$ cat config.mk
export PLATFORM = sky130hd
export DESIGN_NAME = maq_h_flat
export DESIGN_NICKNAME = d
export VERILOG_FILES = /design/src/rtl/maq_h_if.sv /design/src/rtl/maq_h.sv /design/src/flat_wrapper.sv
export SDC_FILE = /design/constraint.sdc
export NUM_CORES = 1
export LEC_CHECK = 0
export BUFFER_PORTS_ARGS = -buffer_cell sky130_fd_sc_hd__buf_4
export CAP_MARGIN = 20
export CORE_MARGIN = 2
export CORE_UTILIZATION = 59
export CTS_CLUSTER_SIZE = 20
export DETAILED_ROUTE_END_ITERATION = 8
export PLACE_DENSITY_LB_ADDON = 0.05
export SKIP_CTS_REPAIR_TIMING = 1
export SYNTH_ARGS = -nofsm -noshare
export SYNTH_HDL_FRONTEND = slang
export SYNTH_SLANG_ARGS = --single-unit
$ cat constraint.sdc
create_clock -name maqh_clock -period 3.28 [get_ports maqh_clock]
set_input_delay 0.164 -clock maqh_clock [delete_from_list [all_inputs] [get_ports maqh_clock]]
set_output_delay 0.164 -clock maqh_clock [all_outputs]
set_load 0.005 [all_outputs]
$ cat src/rtl/maq_h_if.sv
// maq_h_if: run/set-mode inputs and hour/display outputs of the hours machine.
// The master side drives the carry, mode and button levels; the slave side is maq_h.
interface maq_h_if;
    logic       maqh_enable;
    logic       maqh_incremento;
    logic       maqh_ajuste_mais;
    logic       maqh_ajuste_menos;
    logic       maqh_modo12;
    logic [3:0] maqh_lsd;
    logic [1:0] maqh_msd;
    logic       maqh_incrementadia;
    logic [3:0] maqh_disp_lsd;
    logic [1:0] maqh_disp_msd;
    logic       maqh_pm;

    modport master (
        output maqh_enable, maqh_incremento, maqh_ajuste_mais, maqh_ajuste_menos, maqh_modo12,
        input  maqh_lsd, maqh_msd, maqh_incrementadia, maqh_disp_lsd, maqh_disp_msd, maqh_pm
    );

    modport slave (
        input  maqh_enable, maqh_incremento, maqh_ajuste_mais, maqh_ajuste_menos, maqh_modo12,
        output maqh_lsd, maqh_msd, maqh_incrementadia, maqh_disp_lsd, maqh_disp_msd, maqh_pm
    );
endinterface

$ cat src/rtl/maq_h.sv
// maq_h: BCD hours counter 00..23 for the clock.
// Run mode counts carry pulses from the minutes machine and pulses the day
// rollover; set mode steps the hours with two buttons and auto-repeat.
// Optional 12-hour display conversion is built when MAQH_FORMATO12_EN is defined.
module maq_h #(
    parameter int REPEAT_CICLOS = 25_000_000
) (
    input  logic   maqh_clock,
    input  logic   maqh_reset,
    maq_h_if.slave bus
);
    localparam int               CNT_W    = $clog2(REPEAT_CICLOS);
    localparam logic [CNT_W-1:0] CNT_LAST = CNT_W'(REPEAT_CICLOS - 1);

    typedef enum logic [1:0] {CONTA, AJUSTE, REPETE} state_t;

    // Next BCD hour going up, wrapping 23 -> 00; result is {msd, lsd}.
    function automatic logic [5:0] hour_up(input logic [1:0] msd, input logic [3:0] lsd);
        logic [5:0] r;
        if (msd == 2'd2 && lsd == 4'd3)
            r = 6'd0;
        else if (lsd == 4'd9)
            r = {msd + 2'd1, 4'd0};
        else
            r = {msd, lsd + 4'd1};
        return r;
    endfunction

    // Next BCD hour going down, wrapping 00 -> 23; result is {msd, lsd}.
    function automatic logic [5:0] hour_down(input logic [1:0] msd, input logic [3:0] lsd);
        logic [5:0] r;
        if (msd == 2'd0 && lsd == 4'd0)
            r = {2'd2, 4'd3};
        else if (lsd == 4'd0)
            r = {msd - 2'd1, 4'd9};
        else
            r = {msd, lsd - 4'd1};
        return r;
    endfunction

    state_t           state_q, state_d;
    logic [3:0]       lsd_q, lsd_d;
    logic [1:0]       msd_q, msd_d;
    logic             dia_q, dia_d;
    logic             mais_h_q, mais_h_d;
    logic             menos_h_q, menos_h_d;
    logic [CNT_W-1:0] cnt_q, cnt_d;
    logic             up_q, up_d;

    logic press_mais, press_menos, held, step_up, step_dn;

    // Next-state logic: carry counting in run mode, button FSM in set mode.
    always_comb begin
        state_d     = state_q;
        lsd_d       = lsd_q;
        msd_d       = msd_q;
        dia_d       = 1'b0;
        cnt_d       = cnt_q;
        up_d        = up_q;
        mais_h_d    = bus.maqh_ajuste_mais;
        menos_h_d   = bus.maqh_ajuste_menos;
        press_mais  = bus.maqh_ajuste_mais & ~mais_h_q;
        press_menos = bus.maqh_ajuste_menos & ~menos_h_q;
        held        = up_q ? (bus.maqh_ajuste_mais & ~bus.maqh_ajuste_menos)
                           : (bus.maqh_ajuste_menos & ~bus.maqh_ajuste_mais);
        step_up     = 1'b0;
        step_dn     = 1'b0;

        if (bus.maqh_enable) begin
            // Run mode acts on this edge; any repeat in progress is abandoned.
            state_d = CONTA;
            if (bus.maqh_incremento) begin
                {msd_d, lsd_d} = hour_up(msd_q, lsd_q);
                dia_d          = (msd_q == 2'd2) && (lsd_q == 4'd3);
            end
        end else begin
            case (state_q)
                CONTA: state_d = AJUSTE;
                AJUSTE: begin
                    // Simultaneous presses cancel each other out.
                    if (press_mais ^ press_menos) begin
                        step_up = press_mais;
                        step_dn = press_menos;
                        up_d    = press_mais;
                        cnt_d   = '0;
                        state_d = REPETE;
                    end
                end
                REPETE: begin
                    if (!held) begin
                        state_d = AJUSTE;
                    end else if (cnt_q == CNT_LAST) begin
                        cnt_d   = '0;
                        step_up = up_q;
                        step_dn = ~up_q;
                    end else begin
                        cnt_d = cnt_q + 1'b1;
                    end
                end
                default: state_d = CONTA;
            endcase

            if (step_up)
                {msd_d, lsd_d} = hour_up(msd_q, lsd_q);
            else if (step_dn)
                {msd_d, lsd_d} = hour_down(msd_q, lsd_q);
        end
    end

    // State registers with asynchronous active-low reset.
    always_ff @(posedge maqh_clock or negedge maqh_reset) begin
        if (!maqh_reset) begin
            state_q   <= CONTA;
            lsd_q     <= 4'd0;
            msd_q     <= 2'd0;
            dia_q     <= 1'b0;
            mais_h_q  <= 1'b0;
            menos_h_q <= 1'b0;
            cnt_q     <= '0;
            up_q      <= 1'b0;
        end else begin
            state_q   <= state_d;
            lsd_q     <= lsd_d;
            msd_q     <= msd_d;
            dia_q     <= dia_d;
            mais_h_q  <= mais_h_d;
            menos_h_q <= menos_h_d;
            cnt_q     <= cnt_d;
            up_q      <= up_d;
        end
    end

    assign bus.maqh_lsd           = lsd_q;
    assign bus.maqh_msd           = msd_q;
    assign bus.maqh_incrementadia = dia_q;

`ifdef MAQH_FORMATO12_EN
    logic [4:0] h24;
    logic [4:0] h12;

    assign h24 = (5'(msd_q) * 5'd10) + 5'(lsd_q);

    // Display conversion: 12-hour format with PM flag, or 24-hour passthrough.
    always_comb begin
        bus.maqh_disp_lsd = lsd_q;
        bus.maqh_disp_msd = msd_q;
        bus.maqh_pm       = (h24 >= 5'd12);
        h12               = h24;
        if (bus.maqh_modo12) begin
            if (h24 == 5'd0)
                h12 = 5'd12;
            else if (h24 > 5'd12)
                h12 = h24 - 5'd12;
            if (h12 >= 5'd10) begin
                bus.maqh_disp_msd = 2'd1;
                bus.maqh_disp_lsd = 4'(h12 - 5'd10);
            end else begin
                bus.maqh_disp_msd = 2'd0;
                bus.maqh_disp_lsd = 4'(h12);
            end
        end
    end
`else
    logic unused_modo12;

    assign unused_modo12     = bus.maqh_modo12;
    assign bus.maqh_disp_lsd = lsd_q;
    assign bus.maqh_disp_msd = msd_q;
    assign bus.maqh_pm       = 1'b0;
`endif
endmodule

$ cat src/flat_wrapper.sv
// flat-port wrapper written by rule: the top's interface ports become plain ports
module maq_h_flat 
#(
    parameter int REPEAT_CICLOS = 25_000_000
)
  (maqh_clock, maqh_reset, bus_maqh_enable, bus_maqh_incremento, bus_maqh_ajuste_mais, bus_maqh_ajuste_menos, bus_maqh_modo12, bus_maqh_lsd, bus_maqh_msd, bus_maqh_incrementadia, bus_maqh_disp_lsd, bus_maqh_disp_msd, bus_maqh_pm);
  maq_h_if bus_i ();
  input  logic maqh_clock;
  input  logic maqh_reset;
  input wire logic [$bits(bus_i.maqh_enable)-1:0] bus_maqh_enable;
  input wire logic [$bits(bus_i.maqh_incremento)-1:0] bus_maqh_incremento;
  input wire logic [$bits(bus_i.maqh_ajuste_mais)-1:0] bus_maqh_ajuste_mais;
  input wire logic [$bits(bus_i.maqh_ajuste_menos)-1:0] bus_maqh_ajuste_menos;
  input wire logic [$bits(bus_i.maqh_modo12)-1:0] bus_maqh_modo12;
  output wire logic [$bits(bus_i.maqh_lsd)-1:0] bus_maqh_lsd;
  output wire logic [$bits(bus_i.maqh_msd)-1:0] bus_maqh_msd;
  output wire logic [$bits(bus_i.maqh_incrementadia)-1:0] bus_maqh_incrementadia;
  output wire logic [$bits(bus_i.maqh_disp_lsd)-1:0] bus_maqh_disp_lsd;
  output wire logic [$bits(bus_i.maqh_disp_msd)-1:0] bus_maqh_disp_msd;
  output wire logic [$bits(bus_i.maqh_pm)-1:0] bus_maqh_pm;
  assign bus_i.maqh_enable = bus_maqh_enable;
  assign bus_i.maqh_incremento = bus_maqh_incremento;
  assign bus_i.maqh_ajuste_mais = bus_maqh_ajuste_mais;
  assign bus_i.maqh_ajuste_menos = bus_maqh_ajuste_menos;
  assign bus_i.maqh_modo12 = bus_maqh_modo12;
  assign bus_maqh_lsd = bus_i.maqh_lsd;
  assign bus_maqh_msd = bus_i.maqh_msd;
  assign bus_maqh_incrementadia = bus_i.maqh_incrementadia;
  assign bus_maqh_disp_lsd = bus_i.maqh_disp_lsd;
  assign bus_maqh_disp_msd = bus_i.maqh_disp_msd;
  assign bus_maqh_pm = bus_i.maqh_pm;
  maq_h #(.REPEAT_CICLOS(REPEAT_CICLOS)) u_core (.maqh_clock(maqh_clock), .maqh_reset(maqh_reset), .bus(bus_i));
endmodule
=== Word level (Yosys, flattened, before mapping) ===
Cells that the tools add are included.

* Bits of input ports: 7
* Flip-flop bits (word level): 37
* Output and inout port bits: 14

* Equality and inequality tests: 11
* Muxes and demuxes: 33
* Reduce and logical (&&, ||, !) cells: 13
* Add/sub/neg operators: 5
* Bitwise operators: 11

{| class="wikitable"
|+ Operators by type and width
! kind !! number
|-
| 2-to-1 mux 25 bit || 3
|-
| one-hot mux 25 bit (2 select lines) || 1
|-
| adder 25 x 1 -> 25 bit (second input constant) || 1
|-
| equality test 25 bit (second input constant) || 1
|-
| 2-to-1 mux 6 bit || 4
|-
| 2-to-1 mux 4 bit || 4
|-
| 2-to-1 mux 2 bit || 7
|-
| 2-to-1 mux 1 bit || 11
|-
| inequality test 2 x 1 -> 1 bit (second input constant) || 3
|-
| inverter 1 bit || 6
|-
| one-hot mux 2 bit (3 select lines) || 1
|-
| AND reduction 3 bit || 2
|-
| adder 4 x 1 -> 4 bit (second input constant) || 1
|-
| bitwise AND 1 bit || 4
|-
| equality test 2 bit (second input constant) || 2
|-
| equality test 4 x 2 -> 1 bit (second input constant) || 1
|-
| equality test 4 bit (second input constant) || 1
|-
| zero test 2 bit || 2
|-
| zero test 4 bit || 1
|-
| one-hot mux 1 bit (2 select lines) || 2
|-
| AND reduction 2 bit || 2
|-
| AND reduction 4 bit || 1
|-
| nonzero test 4 bit || 1
|-
| subtractor 4 x 1 -> 4 bit (second input constant) || 1
|-
| 9 further kinds || 10
|}

=== Logic depth before layout (Yosys ltp) ===
Gate-level depths: netlist (run 1).

* Word-level depth: 9
* Depth in mapped cells: 9
* Mapped depth without buffers: 9

=== Least setup slack after synthesis (run 1) ===
OpenSTA, ideal clock, no wires.

* Path kind: register -> register
* From: reg u_core.mais_h_q
* To: reg u_core.cnt_q[22]
* Stages on the path, launching flop included: 9
* Buffers on the path: 0
* Setup slack: 0.857 ns
* Setup time: 0.125 ns
* Required time: 3.155 ns
* Data arrival time: 2.297 ns
* Cells stage by stage: dfrtp_1 -> nand2b_1 -> ha_1 -> and2_1 -> a311o_4 -> or4_4 -> nor3_2 -> xnor2_1 -> nor2_1

* Longest elaborated chain between the ends: 5

{| class="wikitable"
|+ Ends and longest elaborated chain
! element !! line !! RTL
|-
| from (decl) || maq_h.sv:45 || <nowiki>logic mais_h_q, mais_h_d;</nowiki>
|-
| from (signal assigned) || maq_h.sv:126 || <nowiki>mais_h_q <= mais_h_d;</nowiki>
|-
| inverter 1 bit || maq_h.sv:62 || <nowiki>press_mais = bus.maqh_ajuste_mais & ~mais_h_q;</nowiki>
|-
| bitwise AND 1 bit || maq_h.sv:62 ||
|-
| bitwise XOR 1 bit || maq_h.sv:81 || <nowiki>if (press_mais ^ press_menos) begin</nowiki>
|-
| inequality test 2 x 1 -> 1 bit (no line) || -- ||
|-
| AND reduction 4 bit (no line) || -- ||
|-
| to (signal assigned) || maq_h.sv:128 || <nowiki>cnt_q <= cnt_d;</nowiki>
|-
| to (decl) || maq_h.sv:47 || <nowiki>logic [CNT_W-1:0] cnt_q, cnt_d;</nowiki>
|}

Every way passes these cells.
A chain may end at the register's enable or synchronous reset.

=== Worst setup path after layout (run 1) ===
* From: in bus_maqh_ajuste_menos
* To: reg u_core.cnt_q[24]

* Longest elaborated chain between the ends: 5

{| class="wikitable"
|+ Ends and longest elaborated chain
! element !! line !! RTL
|-
| from (decl) || flat_wrapper.sv:13 || <nowiki>input wire logic [$bits(bus_i.maqh_ajuste_menos)-1:0] bus_maqh_ajuste_menos;</nowiki>
|-
| inverter 1 bit || maq_h.sv:64 || <nowiki>held = up_q ? (bus.maqh_ajuste_mais & ~bus.maqh_ajuste_menos)</nowiki>
|-
| bitwise AND 1 bit || maq_h.sv:64 ||
|-
| 2-to-1 mux 1 bit || maq_h.sv:64 ||
|-
| inequality test 2 x 1 -> 1 bit (no line) || -- ||
|-
| AND reduction 4 bit (no line) (*) || -- ||
|}

Every way passes the cells marked *; elsewhere a longest branch is shown, timed or not.

==> results of run 1 <==
[worst max-delay path, stage by stage]
cell,delay (ps)
dlygate4sd3_1,550
buf_4,150
nand2b_1,80
inv_1,50
ha_1,300
and2_1,230
a311o_4,460
or4_4,590
nor3_2,150
xnor2_1,130
nor2_1,50
[final timing paths]
path	start	to	slack [ps]	cells after the start
max	bus_maqh_ajuste_menos	u_core.cnt_q[24]$_DFFE_PN0P_	510	11
min	bus_maqh_enable	u_core.state_q[0]$_DFFE_PN0P_	80	2
max reg2reg	u_core.mais_h_q$_DFF_PN0_	u_core.cnt_q[24]$_DFFE_PN0P_	660	8
min reg2reg	u_core.cnt_q[14]$_DFFE_PN0P_	u_core.cnt_q[14]$_DFFE_PN0P_	540	2
max in group asynchronous	maqh_reset	u_core.cnt_q[9]$_DFFE_PN0P_	2560	2
min in group asynchronous	maqh_reset	u_core.bus.maqh_incrementadia$_DFF_PN0_	380	2
[final cells by class]
cell class	count	area [sq um]	share of cell area (%)
clock inverters	1	30.0	1.12
clock buffers	7	86.3	3.22
flip-flops and latches	37	926	34.5
well taps	50	62.6	2.33
inverters	15	56.3	2.10
multi-input cells	210	1340	50.0
repair buffers	23	180	6.72
[power groups by stage]
stage | combinational [mW] | clock [mW] | sequential [mW]
floorplan | 0.359 | 0 | 0.568
global placement | 0.481 | 0 | 0.591
detailed placement | 0.491 | 0 | 0.593
CTS | 0.499 | 0.419 | 0.584
global route | 0.561 | 0.434 | 0.596
finish | 0.502 | 0.411 | 0.583
[logic make-up after synthesis]
logic type | synth area share [%]
buffers and inverters | 5.33
xor gates and xnor gates | 5.49
adders and majority gates | 6.27
and+or+nand+nor | 27.5
AOI/OAI and AO/OA | 15.3
DFF | 38.7
muxes | 1.31
other | 0.157
[state kept, by name, summed over array words and instances, names as in the netlist]
signal	count
u_core.bus.maqh_disp_lsd	4
u_core.bus.maqh_disp_msd	2
u_core.bus.maqh_incrementadia	1
u_core.cnt_q	25
u_core.mais_h_q	1
u_core.menos_h_q	1
u_core.state_q	2
u_core.up_q	1
[layer usage]
| layer | global-route usage (%) | part of all wire [%] | vias to the layer above |
|---|---|---|---|
| met2 | 40.7 | 49 | 35 |
| met1 | 32.6 | 46 | 958 |
| li1 | - | - | 1008 |
| met5 | 0 | 0 | - |
| met4 | 7.65 | 1.5 | 0 |
| met3 | 5.00 | 3.4 | 8 |
[cell usage in the layout (no fill, tap or decap), types with 2 or more instances in the layout]
cell / count
clkbuf_8: 6
o31ai_1: 7
xor2_1: 5
or2_2: 2
or3_1: 2
dfrtp_1: 37
o211ai_1: 2
a31oi_1: 4
dlygate4sd3_1: 3
o41ai_1: 2
nand3b_1: 2
nand3_1: 16
a22o_1: 3
nor3_1: 9
xnor2_1: 10
o21ai_0: 18
and4_1: 3
a21o_1: 3
nor3_2: 2
a21oi_1: 10
ha_1: 12
nand2_1: 23
nand2b_1: 5
mux2i_1: 2
inv_1: 15
nor4b_1: 4
nand4_1: 7
or4_1: 2
and3_1: 4
buf_4: 20
nor2_1: 32
nor2b_1: 4
==> metrics.md, run 1 <==
| Metric | Value |
|---|---|
| Pre-antenna DRT Iters | 4 |
| Cell accounting for the most synthesized area | dfrtp_1 |
| Total Neg Setup Slack | 0 ps |
| Routed length per instance | roughly 15 um |
| Row cnt | 23 |
| Layout overhead on the synthesized area | 12.0% |
| Fillers | 312 |
| Synthesized Nets | a little under 300 |
| Actual slew at the worst max-slew pin | 621 ps |
| Synth async-reset ratio | 100% |
| Final setup vio count | 0 |
| Sequential area share after synthesis | 38.7% |
| First-pass GRT wire length | 8.45 mm |
| Worst Path Class, Setup | in2reg |
| Post-route DRC | 0 |
| ANT nets after route | 0 |
| Largest net degree at the start of global routing | 38 |
| Inserted Clock Buffers | 5 |
| Synth warnings | 0 |
| Sequential Power Share | 39.0% |
| H-tree Lvls | 2 |
| DR vias | 2,009 |
| Tot Pwr | about 1.5 mW |
| Initial Utilization | ~61% |
| PwrDens | around 560 nW/um^2 |
| Critical Path RT | about 3400 ps |
| Ant diodes | 0 |
| I/O Pins | 21 |
| Post-synth EDFFs | 0 |
| Post-synth top area share | between 30% and 40% |
| Placed instance count | ~330 |
| Die Area | 4580 sq um |
| Final #Nets | approximately 310 |
| Hold violation count in the final report | 0 |
| Gpl congestion | 0.863 |
| Final worst-path cycle share | about 84% |
| CTS tree | yes |
| Synth Cell Area | ~2400 sq um |
| Peak VDD IR | 0.308 mV |
| CP Launch Type | input port |
| #FFs+latches synth | 37 |
| Clock slew at reported path FFs | approximately 80 ps |
| GRT Util Overall | roughly 25% |
| Iteration-0 DRC count of the detailed router | 115 |
| Utilization after layout | about 68% |
| Avg Cell Area, Syn | approximately 8.8 sq um |
| Slew headroom | about three fifths |
| Worst setup EP type | flip-flop |
| DP Area | ~2500 sq um |
| CP arrival | about 3000 ps |
| Final instance count without filler cells | approximately 340 |
| Clock group share of total power | approximately 28% |
| Net Sw Power | around 500 uW |
| CTS root buf | clkbuf_8 |
| Global route overflow | 0 |
| Internal power | 997 uW |
| Clock Path Buffers | 2 |
| Unrepaired setup endpoints after global routing | no |
| Synth top area cells | dfrtp_1, ha_1, nor2_1, o21ai_0, xnor2_1 |
| Final HPWL DP | 3.52 mm |
| Initial antenna violation count | 0 |
| Final worst slack | between 500 and 600 ps |
| Netlist cell types | 46 |
| Count leader, synth | dfrtp_1 |
| Die W | 67.7 um |
| Max-slew violation count | 0 |
| Die height | between 60 and 70 um |
| Port Buffers | 18 |
| CP max FO | 9 |
| Clock Latency Late Sink | ~290 ps |
| Pre-CTS WS | roughly 680 ps |
| Layout cells sized above 1 | a little over an eighth |
| Outcome | finished, final reports clean |
| CORE AREA | about 3900 sq um |
| Minimum clock period | about 2800 ps |
| Worst Hold Slack | approximately 83 ps |
| Pleak | ~1.2 nW |
| CTS Sinks | 37 |
| Worst Skew | ~10 ps |
| Finished Cell Area | between 2000 and 3000 sq um |
| Share of power burned in combinational logic | 33.5% |
| Min-delay worst type | in2reg |
| Max-Cap Viols | 0 |
| Vias per cell | between 5 and 6 |
| Commonest cells in the netlist | dfrtp_1, nor2_1, nand2_1, o21ai_0, nand3_1 |
| Upper clock frequency limit | 0.362 GHz |
| Sw Ratio | around 33% |
| Final WL | between 5 and 6 mm |
| Post-Synthesis Cells | roughly 270 |
| Prevailing post-synth register cell | dfrtp_1 |
| Vias in the first global route | approximately 1.8k |
(Power assumes the default switching activity.)
==> run 2, diff against run 1 <==
==> constraint.sdc (replaced) <==
create_clock -name maqh_clock -period 2.72 [get_ports maqh_clock]
set_input_delay 0.136 -clock maqh_clock [delete_from_list [all_inputs] [get_ports maqh_clock]]
set_output_delay 0.136 -clock maqh_clock [all_outputs]
set_load 0.005 [all_outputs]
==> run 2 against run 1 <==
Setup slack worse by 370 ps; routed wire length fell by 3.4%; die area unchanged; via count shrank 0.75%.
==> metrics.md, run 2 (synthesis gave the netlist of run 1 again) <==
| Metric | Value |
|---|---|
| Largest register FFs | 25 |
| Initial Utilization | just over 60% |
| PwrDens | between 600 and 700 nW/um^2 |
| Minimum clock period | ~2600 ps |
| DR vias | about 2.0k |
| CP Cell Sequence | dlygate4sd3_1 > buf_4 > nand2b_1 > ha_1 > and2_1 > a311o_4 > or4_4 > nor3_2 > xnor2_1 > nor2_1 |
| Tot Pwr | about 1.7 mW |
| Final #Nets | between 300 and 400 |
| Top reg by flops | u_core.cnt_q |
| Peak VDD IR | approximately 0.35 mV |
| Routed length per instance | around 14 um |
| I/O Pins | 21 |
| Family with the most delay on the worst path | simple AND/OR/NAND/NOR gates |
| CTS root buf | clkbuf_8 |
| Iteration-0 DRC count of the detailed router | 136 |
| Commonest non-fill, non-tap cell in the layout | dfrtp_1 |
| Die Area | ~4600 sq um |
| Vias in the first global route | 1,794 |
| H-tree Lvls | 2 |
| GRT Util Overall | around 24% |
| Pre-antenna DRT Iters | 4 |
| WP buf/inv | 2 |
| Utilization after layout | about two thirds |
| Internal power | approximately 1.1 mW |
| Worst setup EP type | flip-flop |
| Clock Latency Late Sink | roughly 290 ps |
| Outcome | finished, final reports clean |
| CTS tree | yes |
| Pleak | 1.17 nW |
| Fillers | ~340 |
| Register area | 926 sq um |
| Inserted Clock Buffers | 5 |
| Clock Path Buffers | 2 |
| CTS Sinks | 37 |
| Row cnt | 23 |
| Upper clock frequency limit | approximately 0.39 GHz |
| Port Buffers | 18 |
| Sequential Power Share | about two fifths |
| Initial antenna violation count | 0 |
| First-pass GRT wire length | just over 8 mm |
| CP Launch Type | input port |
| Critical Path RT | 2910 ps |
| Share of power burned in combinational logic | 35.6% |
| CP max FO | 9 |
| Worst Skew | about 9.3 ps |
| ANT nets after route | 0 |
| Die W | 67.7 um |
| CP max-delay cell | or4_4 |
| CP arrival | about 2800 ps |
| Hold violation count in the final report | 0 |
| Max-slew violation count | 0 |
| Global route overflow | 0 |
| Multi-input gate area | 1340 sq um |
| Min-delay worst type | in2reg |
| Most frequent cells in the layout | dfrtp_1, nor2_1, nand2_1, buf_4, o21ai_0 |
| Layout cells sized above 1 | 14.2% |
| Sw Ratio | 34.8% |
| Final WL | 4.94 mm |
| Layout overhead on the synthesized area | 11.7% |
| Net Sw Power | 594 uW |
| Final worst-path cycle share | 94.7% |
| Ant diodes | 0 |
| Gpl congestion | 0.870 |
| Unrepaired setup endpoints after global routing | no |
| Worst Path Class, Setup | in2reg |
| Die height | 67.7 um |
| Largest net degree at the start of global routing | 38 |
| Post-route DRC | 0 |
| Total Neg Setup Slack | 0 ps |
| Final setup vio count | 0 |
| CORE AREA | just under 4000 sq um |
| Clock group share of total power | between 20 and 25% |
| Max incr delay on CP | 590 ps |
| Final HPWL DP | 3.53 mm |
| Vias per cell | ~5.8 |
| Clock slew at reported path FFs | roughly 80 ps |
| Max-Cap Viols | 0 |
## run 2: changes by cell type in the layout (fill, tap and decap cells not counted), sizes merged
| cell | change |
|---|---|
| buf | +3 |
| bufinv | -1 |
## run 2: power by group through the flow
| stage | logic [mW] | registers (mW) | clock network (mW) |
|---|---|---|---|
| floorplan | 0.433 | 0.685 | 0 |
| global placement | 0.588 | 0.713 | 0 |
| detailed placement | 0.597 | 0.716 | 0 |
| CTS | 0.601 | 0.705 | 0.402 |
| global route | 0.682 | 0.718 | 0.424 |
| finish | 0.607 | 0.704 | 0.394 |
## run 2: cell type report
cell class / count / share of cell area, %
multi-input cells: 210 / 50.1
flip-flops and latches: 37 / 34.6
repair buffers: 26 / 7.58
clock buffers: 7 / 3.23
well taps: 50 / 2.34
inverters: 15 / 2.10
## run 2: routing by layer
metal,up-vias,track usage (%),wire (um)
met3,10,5.33,176
met4,0,11.7,96
met2,33,39.1,2340
met5,-,0,0
met1,941,30.4,2320
li1,1010,-,-
## run 2: path summary, 6_finish.rpt
path	from	to	slack (ps)	cells past startpoint
min reg2reg	u_core.cnt_q[0]$_DFFE_PN0P_	u_core.cnt_q[0]$_DFFE_PN0P_	530	1
min	bus_maqh_enable	u_core.state_q[0]$_DFFE_PN0P_	60	2
max	bus_maqh_ajuste_mais	u_core.cnt_q[24]$_DFFE_PN0P_	140	10
min in group asynchronous	maqh_reset	u_core.bus.maqh_disp_lsd[1]$_DFFE_PN0P_	340	2
max reg2reg	u_core.mais_h_q$_DFF_PN0_	u_core.cnt_q[24]$_DFFE_PN0P_	190	8
max in group asynchronous	maqh_reset	u_core.cnt_q[21]$_DFFE_PN0P_	2050	2
## run 2: stage by stage
step	hold WS [ps]	setup WS [ps]	instance area [sq um]	instances
after floorplan	-160	297	2390	273
after global placement	127	230	2560	335
after detailed placement	130	198	2560	335
after CTS	-190	182	2650	342
after global routing	54.8	7.62	2680	345
final	56.5	144	2680	345
